## src/rtl/sdram_rw_seq_if.sv

```systemverilog
// Host request / SDRAM command bundle shared by the sequencer and its neighbours.
// No storage here; purely a connection bundle.
// Flow control is req-held-until-ack on the host side and level ref_req held until ref_ack.
interface sdram_rw_seq_if;
    logic        req;
    logic        req_wr;
    logic [21:0] req_addr;
    logic [2:0]  brst_len;
    logic        ack;
    logic        ref_req;
    logic        ref_ack;
    logic [2:0]  sd_cmd;
    logic [1:0]  sd_ba;
    logic [11:0] sd_a;
    logic        dq_oe;
    logic        wr_next;
    logic        rd_valid;
    logic        busy;

    // Host / refresh timer side
    modport master (
        output req, req_wr, req_addr, brst_len, ref_req,
        input  ack, ref_ack, sd_cmd, sd_ba, sd_a, dq_oe, wr_next, rd_valid, busy
    );

    // Sequencer side
    modport slave (
        input  req, req_wr, req_addr, brst_len, ref_req,
        output ack, ref_ack, sd_cmd, sd_ba, sd_a, dq_oe, wr_next, rd_valid, busy
    );
endinterface

```

## src/rtl/sdram_rw_seq.sv

```systemverilog
// Closed-page SDRAM command sequencer: ACT, RD/WR burst, PRE, plus refresh arbitration.
// Latency: ACT one clock after req is seen in IDLE; RD/WR TRCD clocks after ACT.
// Backpressure: host holds req until the ack pulse; refresh beats a same-clock host request.
// Optional macro SDRAM_AUTO_PRECHARGE_EN: RD/WR carry A10=1 and the explicit PRE is dropped.
module sdram_rw_seq #(
    parameter int unsigned TRCD    = 2,
    parameter int unsigned TRP     = 2,
    parameter int unsigned TRFC    = 7,
    parameter int unsigned CAS_LAT = 2
) (
    input  logic              Clk,
    input  logic              Reset,
    sdram_rw_seq_if.slave     bus
);

    typedef enum logic [3:0] {
        S_IDLE,
        S_ACT,
        S_RCD,
        S_XFER,
        S_DRAIN,
        S_PRE,
        S_RP,
        S_REF,
        S_RFC
    } state_t;

    localparam logic [2:0] CMD_NOP = 3'b111;
    localparam logic [2:0] CMD_ACT = 3'b011;
    localparam logic [2:0] CMD_RD  = 3'b101;
    localparam logic [2:0] CMD_WR  = 3'b100;
    localparam logic [2:0] CMD_PRE = 3'b010;
    localparam logic [2:0] CMD_REF = 3'b001;

    // Timer holds "remaining clocks minus one" for the current wait state.
    localparam logic [3:0] RCD_LD    = (TRCD > 1) ? 4'(TRCD - 2) : 4'd0;
    localparam logic [3:0] RFC_LD    = (TRFC > 1) ? 4'(TRFC - 2) : 4'd0;
    localparam logic [3:0] DRN_RD_LD = 4'(CAS_LAT - 1);
`ifdef SDRAM_AUTO_PRECHARGE_EN
    // The RP wait absorbs the clock the PRE command would have used.
    localparam logic [3:0] RP_LD   = 4'(TRP - 1);
    localparam logic       AP_BIT  = 1'b1;
`else
    localparam logic [3:0] RP_LD   = (TRP > 1) ? 4'(TRP - 2) : 4'd0;
    localparam logic       AP_BIT  = 1'b0;
`endif

    state_t               state;
    state_t               nxt;
    logic [3:0]           timer;
    logic [3:0]           tmr_ld;
    logic [2:0]           bcnt;
    logic                 first;
    logic                 wr_q;
    logic [21:0]          addr_q;
    logic [2:0]           blen_q;
    logic [CAS_LAT-1:0]   rd_pipe;
    logic                 rd_push;

    // Refresh has priority; a host request stays pending behind it.
    function automatic state_t arb(input logic host_req, input logic refr_req);
        if (refr_req) begin
            return S_REF;
        end else if (host_req) begin
            return S_ACT;
        end
        return S_IDLE;
    endfunction

    // Next-state and timer reload value for the state being entered.
    always_comb begin
        nxt    = state;
        tmr_ld = 4'd0;
        unique case (state)
            S_IDLE:  nxt = arb(bus.req, bus.ref_req);
            S_ACT:   nxt = (TRCD > 1) ? S_RCD : S_XFER;
            S_RCD:   if (timer == 4'd0) nxt = S_XFER;
            S_XFER:  if (bcnt == 3'd0) nxt = S_DRAIN;
            S_DRAIN: begin
                if (timer == 4'd0) begin
`ifdef SDRAM_AUTO_PRECHARGE_EN
                    nxt = S_RP;
`else
                    nxt = S_PRE;
`endif
                end
            end
            S_PRE:   nxt = (TRP > 1) ? S_RP : arb(bus.req, bus.ref_req);
            // Wait states end straight into arbitration so a queued request loses no clock.
            S_RP:    if (timer == 4'd0) nxt = arb(bus.req, bus.ref_req);
            S_REF:   nxt = (TRFC > 1) ? S_RFC : arb(bus.req, bus.ref_req);
            S_RFC:   if (timer == 4'd0) nxt = arb(bus.req, bus.ref_req);
            default: nxt = S_IDLE;
        endcase

        unique case (nxt)
            S_RCD:   tmr_ld = RCD_LD;
            S_DRAIN: tmr_ld = wr_q ? 4'd0 : DRN_RD_LD;
            S_RP:    tmr_ld = RP_LD;
            S_RFC:   tmr_ld = RFC_LD;
            default: tmr_ld = 4'd0;
        endcase
    end

    assign rd_push = (state == S_XFER) && !wr_q;

    // State register, wait timer, burst counter, request latch and read-valid pipe.
    always_ff @(posedge Clk) begin
        if (!Reset) begin
            state   <= S_IDLE;
            timer   <= 4'd0;
            bcnt    <= 3'd0;
            first   <= 1'b0;
            wr_q    <= 1'b0;
            addr_q  <= 22'd0;
            blen_q  <= 3'd0;
            rd_pipe <= '0;
        end else begin
            state <= nxt;

            if (nxt != state) begin
                timer <= tmr_ld;
            end else if (timer != 4'd0) begin
                timer <= timer - 4'd1;
            end

            if (nxt == S_ACT) begin
                addr_q <= bus.req_addr;
                wr_q   <= bus.req_wr;
                blen_q <= bus.brst_len;
            end

            first <= (nxt == S_XFER) && (state != S_XFER);
            if ((nxt == S_XFER) && (state != S_XFER)) begin
                bcnt <= blen_q;
            end else if ((state == S_XFER) && (bcnt != 3'd0)) begin
                bcnt <= bcnt - 3'd1;
            end

            if (CAS_LAT > 1) begin
                rd_pipe <= {rd_pipe[CAS_LAT-2:0], rd_push};
            end else begin
                rd_pipe <= rd_push;
            end
        end
    end

    // Command bus and handshake decode from the current state.
    always_comb begin
        bus.sd_cmd  = CMD_NOP;
        bus.sd_ba   = 2'd0;
        bus.sd_a    = 12'd0;
        bus.ack     = 1'b0;
        bus.ref_ack = 1'b0;
        bus.dq_oe   = 1'b0;
        bus.wr_next = 1'b0;
        unique case (state)
            S_ACT: begin
                bus.sd_cmd = CMD_ACT;
                bus.sd_ba  = addr_q[21:20];
                bus.sd_a   = addr_q[19:8];
                bus.ack    = 1'b1;
            end
            S_XFER: begin
                if (first) begin
                    bus.sd_cmd    = wr_q ? CMD_WR : CMD_RD;
                    bus.sd_ba     = addr_q[21:20];
                    bus.sd_a      = {4'b0000, addr_q[7:0]};
                    bus.sd_a[10]  = AP_BIT;
                end
                bus.dq_oe   = wr_q;
                bus.wr_next = wr_q;
            end
            S_PRE: begin
                bus.sd_cmd   = CMD_PRE;
                bus.sd_ba    = addr_q[21:20];
                bus.sd_a[10] = 1'b1;
            end
            S_REF: begin
                bus.sd_cmd  = CMD_REF;
                bus.ref_ack = 1'b1;
            end
            default: ;
        endcase
    end

    assign bus.rd_valid = rd_pipe[CAS_LAT-1];
    assign bus.busy     = (state != S_IDLE);

endmodule

```

## src/flat_wrapper.sv

```systemverilog
// flat-port wrapper written by rule: the top's interface ports become plain ports
module sdram_rw_seq_flat 
#(
    parameter int unsigned TRCD    = 2,
    parameter int unsigned TRP     = 2,
    parameter int unsigned TRFC    = 7,
    parameter int unsigned CAS_LAT = 2
)
  (Clk, Reset, bus_req, bus_req_wr, bus_req_addr, bus_brst_len, bus_ref_req, bus_ack, bus_ref_ack, bus_sd_cmd, bus_sd_ba, bus_sd_a, bus_dq_oe, bus_wr_next, bus_rd_valid, bus_busy);
  sdram_rw_seq_if bus_i ();
  input  logic Clk;
  input  logic Reset;
  input wire logic [$bits(bus_i.req)-1:0] bus_req;
  input wire logic [$bits(bus_i.req_wr)-1:0] bus_req_wr;
  input wire logic [$bits(bus_i.req_addr)-1:0] bus_req_addr;
  input wire logic [$bits(bus_i.brst_len)-1:0] bus_brst_len;
  input wire logic [$bits(bus_i.ref_req)-1:0] bus_ref_req;
  output wire logic [$bits(bus_i.ack)-1:0] bus_ack;
  output wire logic [$bits(bus_i.ref_ack)-1:0] bus_ref_ack;
  output wire logic [$bits(bus_i.sd_cmd)-1:0] bus_sd_cmd;
  output wire logic [$bits(bus_i.sd_ba)-1:0] bus_sd_ba;
  output wire logic [$bits(bus_i.sd_a)-1:0] bus_sd_a;
  output wire logic [$bits(bus_i.dq_oe)-1:0] bus_dq_oe;
  output wire logic [$bits(bus_i.wr_next)-1:0] bus_wr_next;
  output wire logic [$bits(bus_i.rd_valid)-1:0] bus_rd_valid;
  output wire logic [$bits(bus_i.busy)-1:0] bus_busy;
  assign bus_i.req = bus_req;
  assign bus_i.req_wr = bus_req_wr;
  assign bus_i.req_addr = bus_req_addr;
  assign bus_i.brst_len = bus_brst_len;
  assign bus_i.ref_req = bus_ref_req;
  assign bus_ack = bus_i.ack;
  assign bus_ref_ack = bus_i.ref_ack;
  assign bus_sd_cmd = bus_i.sd_cmd;
  assign bus_sd_ba = bus_i.sd_ba;
  assign bus_sd_a = bus_i.sd_a;
  assign bus_dq_oe = bus_i.dq_oe;
  assign bus_wr_next = bus_i.wr_next;
  assign bus_rd_valid = bus_i.rd_valid;
  assign bus_busy = bus_i.busy;
  sdram_rw_seq #(.TRCD(TRCD), .TRP(TRP), .TRFC(TRFC), .CAS_LAT(CAS_LAT)) u_core (.Clk(Clk), .Reset(Reset), .bus(bus_i));
endmodule
```

## config.mk

```make
export PLATFORM = sky130hd
export DESIGN_NAME = sdram_rw_seq_flat
export DESIGN_NICKNAME = d
export VERILOG_FILES = /design/src/rtl/sdram_rw_seq_if.sv /design/src/rtl/sdram_rw_seq.sv /design/src/flat_wrapper.sv
export SDC_FILE = /design/constraint.sdc
export NUM_CORES = 1
export LEC_CHECK = 0
export CORE_MARGIN = 3
export CORE_UTILIZATION = 30
export DETAILED_ROUTE_END_ITERATION = 8
export GPL_TIMING_DRIVEN = 1
export PLACE_DENSITY = 0.63
export SYNTH_ARGS = -nofsm -noshare
export SYNTH_HDL_FRONTEND = slang
export SYNTH_SLANG_ARGS = --single-unit
```

## constraint.sdc

```tcl
create_clock -name Clk -period 2.2 [get_ports Clk]
set_input_delay 0.33 -clock Clk [delete_from_list [all_inputs] [get_ports Clk]]
set_output_delay 0.33 -clock Clk [all_outputs]
set_load 0.01 [all_outputs]
```

==> results of run 1 <==
## cell usage after synthesis (2+ instances only)
cell type and instances:
o21ai_1 25, a21boi_1 26, nand2b_1 4, o21ai_0 3, inv_1 7, dfxtp_1 40, nand2_1 8, nand3_1 27
o21bai_2 2, buf_1 2, ha_1 3, buf_2 4, xnor2_1 2, and2_1 8, nor2b_1 14, and3_1 2
buf_4 3, nor3_1 3, nor3b_1 2, a211oi_2 2, nand3b_1 2, a21oi_1 13, or3_1 2, clkbuf_1 5
o21a_1 3, buf_6 6, mux2i_1 2, nor4b_2 2, or2_2 2, nor2_1 18
## state kept, by name (all words and copies together) (netlist names)
signal / count
u_core.addr_q: 22
u_core.bcnt: 3
u_core.blen_q: 3
u_core.first: 1
u_core.rd_pipe: 2
u_core.state: 4
u_core.timer: 4
u_core.wr_q: 1
## worst max-delay path, delay by kind of cell, from the launching register on
kind | cells | cell delay [ns]
buffers and inverters | 2 | 0.75
flip-flops | 1 | 0.33
AND/OR/NAND/NOR | 2 | 0.44
## metrics by stage
stage	TNS, ns	area [sq um]
finish	0	3370
global route	-0.00881	3370
CTS	0	3170
detailed placement	-3.98	3050
global placement	-2.89	3050
floorplan	0	2300
## final timing paths
kind / from / to / cells past startpoint
worst max register to register: u_core.timer[1] / u_core.timer[0] / 9
worst min-delay path: u_core.rd_pipe[0] / u_core.rd_pipe[1] / 1
worst min register to register: u_core.rd_pipe[0] / u_core.rd_pipe[1] / 1
worst max-delay path: u_core.state[3] / bus_ref_ack / 4
## final cells by class
cell class                      instances  area (sq um)
Clock inverter                          1          7.51
Timing Repair Buffer                   89           850
Sequential cell                        40           803
Multi-Input combinational cell        202          1470
Inverter                                8          30.0
Fill cell                             709          3960
Clock buffer                            7          86.3
Tap cell                               99           124
## kinds of logic after synthesis
logic type               Yosys count  share of synthesized area
AO/OA/AOI/OAI                     91                      0.285
XOR/XNOR                           2                    0.00761
adder cells (fa/ha/maj)            3                     0.0163
buffers and inverters             28                     0.0723
flip-flops                        40                      0.348
multiplexers                       2                    0.00870
AND/OR/NAND/NOR                  103                      0.262
## report_power, final
part	switching [mW]	internal [mW]	leakage [nW]	total [mW]
Sequential	0.141	0.962	0.326	1.10
Clock	0.259	0.255	0.0445	0.514
Combinational	1.71	1.52	0.961	3.23
Total	2.11	2.74	1.33	4.84
## cells in the final DEF (no fill, tap or decap), types with 3 or more instances in the layout
cell             netlist  final
dfxtp_1               40     38
clkdlybuf4s50_1        0     36
buf_4                  3     29
o21ai_1               25     24
nand3_1               27     23
a21boi_1              26     23
nor2_1                18     18
a21oi_1               13     13
nor2b_1               14     12
dlygate4sd2_1          0      9
and2_1                 8      8
nand2_1                8      8
clkbuf_8               0      6
inv_1                  7      5
nand2b_1               4      4
nand3_2                0      4
inv_2                  1      3
o21a_1                 3      3
o21ai_0                3      3
a21boi_2               0      3
clkbuf_2               0      3
buf_12                 0      3
## what timing repair did
action                                  CTS  global route
gates cloned                              0             3
setup buffers                             2             4
hold endpoints to repair                  0             0
endpoints found under the setup margin   43            40
hold buffers                              0             0
gates resized for setup                  21            41
pin swaps                                 1             9
## per-layer routing
layer	routed length [um]	GRT usage	vias up
met5	0	0	-
met4	91	0.0445	0
met3	309	0.0306	10
met2	3300	0.250	59
met1	3210	0.193	1097
li1	-	-	1119
==> results.ini, run 1 <==
[setup_path]
slowest_delay_ns=0.54
arrival_ns=1.82
r2r_slack_ns=0.05
crit_path_max_fanout=11
path_cells=buf_4 > nor2b_4 > and3_2 > clkdlybuf4s50_1
start_kind=register
crit_slowest_cell=clkdlybuf4s50_1
critical_path_class=register to output pin
setup.worst_path.end_class=output pin
worstPathRequired_ns=1.87

[synth]
async_flop_share=0
yosys.area.top_type_share=0.348
synthesis.nets=302
synth_ff_type=dfxtp_1
synth_cell_types=57
syn_inst=269
syn_area_per_cell_sq_um=8.55
synth_area_leader_cell=dfxtp_1
yosysSeqAreaShare=0.348
synth_edf_count=0
synth.yosys.warnings=0
netlist_area_sq_um=2300
synth.ff_latch_count=40
ys_top_cells_by_area=dfxtp_1, a21boi_1, nand3_1

[global_routing]
grt_max_degree=27
grt_pass1_vias=2171
overflow=0
groute.usage.overall=0.149
antenna_found_initial=0
grt_pass1_wl_um=10500

[cells_and_area]
fin_nets=379
drive_above_1_share=0.251
syn_to_final_growth_pct=46.6
utilization=0.460
diodes=0
finish.cell_count_without_fillers=446

[timing]
fmax_ghz=0.465
slew_headroom=0.724
tightest_slew_ns=0.412
holdWs_ns=0.437
hold_viol_final=0
finalCriticalPeriod_ns=2.15
rsz0062_at_grt=yes
drv_slew=0
post-route-period-util=0.977
setup_viol=0
setup_ws_ns=0.0507
skew_ns=0.00562

[place]
post-place-ws_ns=-0.178
dp_hpwl_um=4640
placed_cells=429
port-buffer-count=52
globalplace.congestion=0.853

[routing]
via_count=2285
drt_iter0_markers=67
drt_first_pass_iters=4
wire_per_inst_um=15.5
drc=0
final_antenna_net_count=0
routed_wl_um=6910
drt-vias-per-instance=5.12

[floorplanning]
die_height_um=93.6
boundaryPins=53
fp.dieArea_sq_um=8760
coreArea_sq_um=7330
fp.dieW_um=93.6
row_count=31
start_util=0.314

[pwr]
cellLeakagePower_nw=1.33
p_per_area_nw_per_um2=1440
ir_drop_mv=0.651
finalPower_mw=4.84

[clock_network]
cts_tree=done
cts_buffers=5
clkSinkCount=40
clockBufferDepth=2
clock_latency_ns=0.29
path_clk_slew_ns=0.08
root_buffer=clkbuf_8
cts_max_level=2

[worst_hold_path]
hold_class=register to register

[flow_run]
cap_violations=0

[status]
status=finished, final reports clean

(Power assumes the default switching activity.)
==> run 2, diff against run 1 <==
- SKIP_LAST_GASP: unset -> 1
- SLEW_MARGIN: unset -> 30
==> results.ini, run 2 (synthesis results as in run 1) <==
[floorplanning]
row_count=31  ; unchanged
fp.dieArea_sq_um=8760  ; unchanged
die_height_um=93.6  ; unchanged
coreArea_sq_um=7330  ; unchanged
fp.dieW_um=93.6  ; unchanged
start_util=0.314  ; unchanged
boundaryPins=53  ; unchanged

[routing]
drt-vias-per-instance=5.11  ; -0.35%
via_count=2277  ; -0.35%
routed_wl_um=6940  ; +0.36%
wire_per_inst_um=15.6  ; +0.36%
drt_iter0_markers=61  ; -9.0%
final_antenna_net_count=0  ; unchanged
drc=0  ; unchanged
drt_first_pass_iters=4  ; unchanged

[setup_path]
crit_path_max_fanout=6  ; -5
crit_family=buffers and inverters
setup.worst_path.end_class=output pin
endpoint=bus_ref_ack
critical_path_class=register to output pin
slowest_delay_ns=0.54  ; about the same
arrival_ns=1.83  ; about the same
timing.rr.start=u_core.timer[1]
crit_slowest_cell=clkdlybuf4s50_1
worstPathRequired_ns=1.87  ; about the same
critPathBufInv=1  ; -1
r2r_slack_ns=0.05  ; about the same
path_cells=nor2b_4 > and3_2 > clkdlybuf4s50_1
start_kind=register
r2r-end=u_core.timer[0]
reg2reg_depth=9  ; unchanged
cp_num_cells=3  ; -1
critPathLaunch=u_core.state[1]

[timing]
slew_headroom=0.719  ; -0.00525
post-route-period-util=0.981  ; +0.00453
tightest_slew_ns=0.420  ; +0.00785 ns
fmax_ghz=0.463  ; -0.46%
hold_viol_final=0  ; unchanged
finalSetupTns_ns=0  ; unchanged
skew_ns=0.00462  ; -0.000998 ns
drv_slew=0  ; unchanged
rsz0062_at_grt=yes
finalCriticalPeriod_ns=2.16  ; +0.00998 ns
setup_viol=0  ; unchanged

[cells_and_area]
layout_commonest_cell=dfxtp_1
drive_above_1_share=0.245  ; -0.00576
top_regs=u_core.addr_q: 22 flops, u_core.state: 4 flops, u_core.timer: 4 flops
syn_to_final_growth_pct=46.3
largest_reg_flops=22  ; unchanged
final_cell_mix=dfxtp_1, clkdlybuf4s50_1, buf_4, o21ai_1
fill_cells=710  ; +0.14%
fin_nets=379  ; unchanged
diodes=0  ; unchanged
design_area_sq_um=3370  ; -0.19%
utilization=0.459  ; -0.000854
regMostFlops=u_core.addr_q

[clock_network]
clkSinkCount=40  ; unchanged
clockBufferDepth=2  ; unchanged
cts_buffers=5  ; unchanged
path_clk_slew_ns=0.08  ; about the same
clock_latency_ns=0.29  ; about the same
cts_tree=done
hold_buffers=0  ; unchanged
cts_max_level=2  ; unchanged
root_buffer=clkbuf_8

[flow_run]
cap_violations=0  ; unchanged

[global_routing]
grt_max_degree=27  ; unchanged
groute.usage.overall=0.149  ; unchanged
grt_pass1_vias=2171  ; unchanged
overflow=0  ; unchanged
grt_pass1_wl_um=10500  ; unchanged
antenna_found_initial=0  ; unchanged

[worst_hold_path]
hold_class=register to register

[place]
port-buffer-count=52  ; unchanged
globalplace.congestion=0.853  ; unchanged
placed_area_sq_um=3050  ; unchanged
dp_hpwl_um=4640  ; unchanged

[pwr]
cellLeakagePower_nw=1.33  ; about the same
p_per_area_nw_per_um2=1440  ; +0.11%
ir_drop_mv=0.654  ; +0.55%

[status]
status=finished, final reports clean

## run 2: cell types whose count changed in the layout (fill, tap and decap cells not counted)
cell / delta
a211oi_1: +1
a211oi_2: -1
dfxtp_1: +1
dfxtp_2: -1
## run 2: through the flow
step	hold slack [ns]	total power, mW	std cells	setup WS [ns]
detailed placement	0.422	3.78	429	-0.178
global route	0.447	5.13	446	-0.0238
finish	0.437	4.84	446	0.0407
CTS	0.441	4.31	439	-0.00284
floorplan	0.412	2.92	269	0.0623
global placement	0.414	3.72	429	-0.126
## run 2: what timing repair did
action | CTS | global route
pin swaps | 1 | 9
gates cloned | 0 | 3
gates resized for setup | 19 | 41
endpoints found under the setup margin | 43 | 40
buffers inserted | 2 | 4
hold endpoints to repair | 0 | 0
## run 2: how the worst min path moves through the flow
stage | from | slack (ns) | depth (start not counted) | to
2_1_floorplan | u_core.rd_pipe[0] | 0.41 | 1 | u_core.rd_pipe[1]
3_3_place_gp | u_core.rd_pipe[0] | 0.41 | 1 | u_core.rd_pipe[1]
3_5_place_dp | u_core.rd_pipe[0] | 0.42 | 1 | u_core.rd_pipe[1]
4_1_cts | u_core.rd_pipe[0] | 0.44 | 1 | u_core.rd_pipe[1]
5_1_grt | u_core.rd_pipe[0] | 0.45 | 1 | u_core.rd_pipe[1]
6_report | u_core.rd_pipe[0] | 0.44 | 1 | u_core.rd_pipe[1]
## run 2: routing by layer
metal,vias up,track usage,wire length [um]
li1,1120,-,-
met1,1089,0.193,3280
met2,58,0.250,3280
met3,10,0.0306,283
met4,0,0.0445,95
met5,-,0,0
## run 2: where the power goes
group / switching (mW) / total [mW] / internal, mW
clock: 0.259 / 0.513 / 0.255
sequential: 0.140 / 1.10 / 0.960
combinational: 1.71 / 3.23 / 1.52
## run 2: layout make-up
cell class              instances  area (sq um)  share of cell area
clock buffers                   7          86.3              0.0256
clock inverters                 1          7.51             0.00223
inverters                       8          30.0             0.00892
multi-input cells             202          1470               0.436
flip-flops and latches         40           802               0.238
well taps                      99           124              0.0368
repair buffers                 89           850               0.252
